### src/rtl/serial_subtractor.sv
// serial_subtractor: bit-serial unsigned subtractor, one bit per clock, LSB first.
// Computes diff = (a - b - bin) mod 2^WIDTH and bout = (a < b + bin).
// A three-state FSM (IDLE -> RUN for WIDTH cycles -> DONE for one cycle)
// drives registered busy/done outputs. The result registers only update on
// DONE entry, so partial sums never appear on diff/bout.
module serial_subtractor #(
  parameter int WIDTH = 4
) (
  input  logic             clk,
  input  logic             rst_n,
  input  logic             start,
  input  logic [WIDTH-1:0] a,
  input  logic [WIDTH-1:0] b,
  input  logic             bin,
  output logic             busy,
  output logic             done,
  output logic [WIDTH-1:0] diff,
  output logic             bout
);

  // Counter just wide enough to index every bit position.
  localparam int CW = (WIDTH > 1) ? $clog2(WIDTH + 1) : 1;

  typedef enum logic [1:0] {
    IDLE = 2'd0,
    RUN  = 2'd1,
    DONE = 2'd2
  } state_t;

  state_t           r_state;
  logic [WIDTH-1:0] r_a_sh;
  logic [WIDTH-1:0] r_b_sh;
  logic [WIDTH-2:0] r_diff_sh;
  logic             r_borrow;
  logic [CW-1:0]    r_cnt;
  logic [WIDTH-1:0] r_diff;
  logic             r_bout;
  logic             r_busy;
  logic             r_done;

  logic             w_x;
  logic             w_y;
  logic             w_d;
  logic             w_br_next;
  logic             w_last_bit;
  logic [WIDTH-1:0] w_diff_next;

  // Full-subtractor on the current LSBs of the operand shift registers.
  assign w_x         = r_a_sh[0];
  assign w_y         = r_b_sh[0];
  assign w_d         = w_x ^ w_y ^ r_borrow;
  assign w_br_next   = (~w_x & w_y) | (~w_x & r_borrow) | (w_y & r_borrow);
  assign w_last_bit  = (r_cnt == CW'(WIDTH - 1));
  // The new bit enters at the top; after WIDTH shifts bit 0 is at position 0.
  assign w_diff_next = {w_d, r_diff_sh};

  assign busy = r_busy;
  assign done = r_done;
  assign diff = r_diff;
  assign bout = r_bout;

  // FSM with operand capture, serial datapath and registered Moore outputs.
  always_ff @(posedge clk or negedge rst_n) begin
    if (!rst_n) begin
      r_state   <= IDLE;
      r_a_sh    <= '0;
      r_b_sh    <= '0;
      r_diff_sh <= '0;
      r_borrow  <= 1'b0;
      r_cnt     <= '0;
      r_diff    <= '0;
      r_bout    <= 1'b0;
      r_busy    <= 1'b0;
      r_done    <= 1'b0;
    end else begin
      case (r_state)
        IDLE: begin
          r_done <= 1'b0;
          if (start) begin
            r_a_sh    <= a;
            r_b_sh    <= b;
            r_borrow  <= bin;
            r_diff_sh <= '0;
            r_cnt     <= '0;
            r_busy    <= 1'b1;
            r_state   <= RUN;
          end else begin
            r_busy <= 1'b0;
          end
        end
        RUN: begin
          r_a_sh    <= r_a_sh >> 1;
          r_b_sh    <= r_b_sh >> 1;
          r_borrow  <= w_br_next;
          r_diff_sh <= w_diff_next[WIDTH-1:1];
          r_cnt     <= r_cnt + 1'b1;
          r_busy    <= 1'b1;
          if (w_last_bit) begin
            r_diff  <= w_diff_next;
            r_bout  <= w_br_next;
            r_done  <= 1'b1;
            r_state <= DONE;
          end
        end
        DONE: begin
          r_done  <= 1'b0;
          r_busy  <= 1'b0;
          r_state <= IDLE;
        end
        default: begin
          r_done  <= 1'b0;
          r_busy  <= 1'b0;
          r_state <= IDLE;
        end
      endcase
    end
  end

endmodule

### config.mk
export PLATFORM = sky130hd
export DESIGN_NAME = serial_subtractor
export DESIGN_NICKNAME = d
export VERILOG_FILES = /design/src/rtl/serial_subtractor.sv
export SDC_FILE = /design/constraint.sdc
export NUM_CORES = 1
export LEC_CHECK = 0
export BUFFER_PORTS_ARGS = -buffer_cell sky130_fd_sc_hd__buf_2
export CORE_AREA = 2 2 50 52
export DETAILED_ROUTE_END_ITERATION = 12
export DIE_AREA = 0 0 52 54
export GPL_TIMING_DRIVEN = 0
export PLACE_DENSITY = 0.75
export SLEW_MARGIN = 10
export SYNTH_ARGS = -nofsm -noshare
export SYNTH_HDL_FRONTEND = slang
export SYNTH_SLANG_ARGS = --single-unit
### constraint.sdc
create_clock -name clk -period 1.29 [get_ports clk]
set_input_delay 0.258 -clock clk [delete_from_list [all_inputs] [get_ports clk]]
set_output_delay 0.258 -clock clk [all_outputs]
set_load 0.02 [all_outputs]
==> out/qor.txt <==
Status: complete, but fails checks
Failing checks: setup timing
Synth Flop Type: dfrtp_1
Pwr/cell area: 2610 nW/um^2
Final Cycle Share: 1.03
Reg power frac: 0.401
Synth Cell Area: 1020 sq um
Min Hold Slack: 0.160 ns
Die ar.: 2810 sq um
Starting Density: 0.442
Switch Pwr: 0.00118 W
CP startpoint kind: flip-flop
Clk pin slew, worst setup/hold paths: 0.14 ns
Syn Nets: 97
EDFF count, synth: 0
Yosys top cell area share: 0.586
Post-synth cell types: 20
Hold_sp: b[3]
Num ports: 19
Final hold vios: 0
RR Endpoint: diff[2]$_DFFE_PN0P_
Synth area leaders: dfrtp_1 (59%), o22ai_1 (7.9%), mux2_2 (4.4%)
WS Path Type: flip-flop to flip-flop
Clk sink count: 24
Hold path endpoint: r_b_sh[3]$_DFFE_PN0P_
Vias in the first global route: 743
MaxCap Viol Count: 0
Commonest non-fill, non-tap cell in the layout: dfrtp_1
Most frequent cells in the layout: dfrtp_1 (24), buf_2 (17), o22ai_1 (13)
Min Tclk post-route: 1.32 ns
Pin count of the biggest net entering global routing: 25
Post-synth top area cell: dfrtp_1
Layout cells sized above 1: 0.340
Required @ worst endpoint: 1.51 ns
Async SR Flop Fraction: 1.00
Final ANT Viol Nets: 0
CTS tree: yes
First-pass DRT Iterations: 4
TritonCTS Buffers: 3
Register area share after synthesis: 0.586
Core Box Area: 2320 sq um
Worst R2R Path Depth: 4
Routed vias/inst: 5.38
Chip width: 52 microns
Slew @ Worst Pin: 0.525 ns
Final GP Congestion: 0.753
Fin Clk Skew: 0.00830 ns
Per-cell routed wire length: 14.6 microns
Synthesized flop and latch total: 24
HPWL Detailed: 1400 microns
DR vias: 732
Clock share of power: 0.166
Syn avg cell area: 12.5 sq um
Worst VDD drop: 1.01 mV
Combinational fraction of design power: 0.432
Clock Latency Late Sink: 0.31 ns
Port Buf Inserts: 17
Clock root buffer: clkbuf_4
Max clock buf depth: 2
Fill cell count: 213
CP endpoint kind: flip-flop
Count of final setup violators: 4
Reg-to-reg critical path startpoint: r_cnt[0]$_DFFE_PN0P_
Total Power: 0.00327 W
Switching portion of total power: 0.360
Mapped Cells: 82
Drc violations: 0
Layout area overhead: 22.5%
Initial antenna violation count: 0
Initial DRC Count: 5
Crit path arrival time: 1.54 ns
Final wirelength: 1990 microns
Cell Rows: 18
Slew Viols, Final: 0
Flop-to-flop setup slack: -0.03 ns
Tightest Hold Check Type: input pin to flip-flop
Setup WS post-layout: -0.0334 ns
Die Height: 54 microns
First-pass GRT wire length: 3340 microns
ANT cells: 0
Unrepaired setup endpoints after global routing: true
Max_slew headroom: 0.650
Hold Crit Depth: 2
Total global routing track utilization: 0.164
Synthesis Warnings: 0
F_max: 756 MHz
Total grt overflow: 0
Nets: 122
H-tree levels: 1
Leak Pwr: 0.614 nW
CP Max Fanout: 6
P_int: 0.00209 W
## flip-flops by register name, indices dropped and copies added (netlist names)
signal     flops
bout           1
busy           1
diff           4
done           1
r_a_sh         4
r_b_sh         4
r_borrow       1
r_cnt          3
r_diff_sh      3
r_state        2
## cells by family after synthesis
kind of cell | after synthesis | share of synthesized area
AO/OA/AOI/OAI | 30 | 0.201
multiplexers | 4 | 0.0440
buffers and inverters | 9 | 0.0513
adder cells (fa/ha/maj) | 3 | 0.0440
flip-flops | 24 | 0.586
AND/OR/NAND/NOR | 12 | 0.0733
## worst max-delay path, cell delays in order (launching register included)
cell and delay (ns):
dfrtp_1 0.43, ha_2 0.19, ha_4 0.17, nand3b_4 0.13, mux2_4 0.31
## metal layers
layer / vias up / part of all wire / wire (microns) / GRT usage
li1: 347 / - / - / -
met1: 367 / 0.47 / 931 / 0.213
met2: 16 / 0.49 / 973 / 0.283
met3: 2 / 0.038 / 76 / 0.0250
met4: 0 / 0.0020 / 4 / 0.0526
met5: - / 0 / 0 / 0
## Yosys cell counts (2+ instances only)
library cell	n
o21ai_0	3
inv_1	5
mux2_2	4
nand2b_1	2
o22ai_1	13
ha_1	2
dfrtp_1	24
buf_6	2
a2bb2oi_1	2
nor2_1	4
nand2_1	3
a21oi_1	6
a22o_1	5
## area by class of cell
type | instances | area, sq um | area share
sequential | 24 | 601 | 0.479
multi-input combinational | 49 | 402 | 0.320
timing repair buffer | 20 | 110 | 0.0877
tap | 30 | 37.5 | 0.0299
clock inverter | 1 | 30.0 | 0.0239
buffer | 3 | 30.0 | 0.0239
clock buffer | 3 | 22.5 | 0.0179
inverter | 6 | 22.5 | 0.0179
## worst max-delay path by stage
stage	from	endpoint
after floorplan	r_cnt[0]$_DFFE_PN0P_	bout$_DFFE_PN0P_
after detailed placement	r_cnt[0]$_DFFE_PN0P_	diff[2]$_DFFE_PN0P_
final	r_cnt[0]$_DFFE_PN0P_	diff[2]$_DFFE_PN0P_
after global routing	r_cnt[0]$_DFFE_PN0P_	bout$_DFFE_PN0P_
after CTS	r_cnt[0]$_DFFE_PN0P_	bout$_DFFE_PN0P_
after global placement	r_cnt[0]$_DFFE_PN0P_	bout$_DFFE_PN0P_
## stage by stage
step | utilization | setup slack, ns | TNS (ns) | std cells | instance area, sq um
2_1_floorplan | - | 0.00300 | 0 | 82 | 1030
3_3_place_gp | 0.497 | -0.0529 | -0.202 | 129 | 1150
3_5_place_dp | 0.497 | -0.0707 | -0.277 | 129 | 1150
4_1_cts | 0.541 | -0.0425 | -0.160 | 136 | 1250
5_1_grt | 0.541 | -0.0830 | -0.355 | 136 | 1250
6_report | 0.541 | -0.0334 | -0.126 | 136 | 1250
## power groups by stage
stage / clock [W] / sequential (W) / combinational [W]
after floorplan: 0 / 0.00141 / 0.000875
after global placement: 0 / 0.00130 / 0.00127
after detailed placement: 0 / 0.00133 / 0.00132
after CTS: 0.000550 / 0.00132 / 0.00143
after global routing: 0.000571 / 0.00136 / 0.00157
final: 0.000545 / 0.00131 / 0.00141
## what timing repair did
action | CTS | global route
setup endpoints to repair | 4 | 6
hold buffers | 1 | 0
pin swaps | 2 | 0
setup buffers | 2 | 0
resized for setup | 5 | 1
endpoints found under the hold margin | 24 | 0
(Power assumes the default switching activity.)
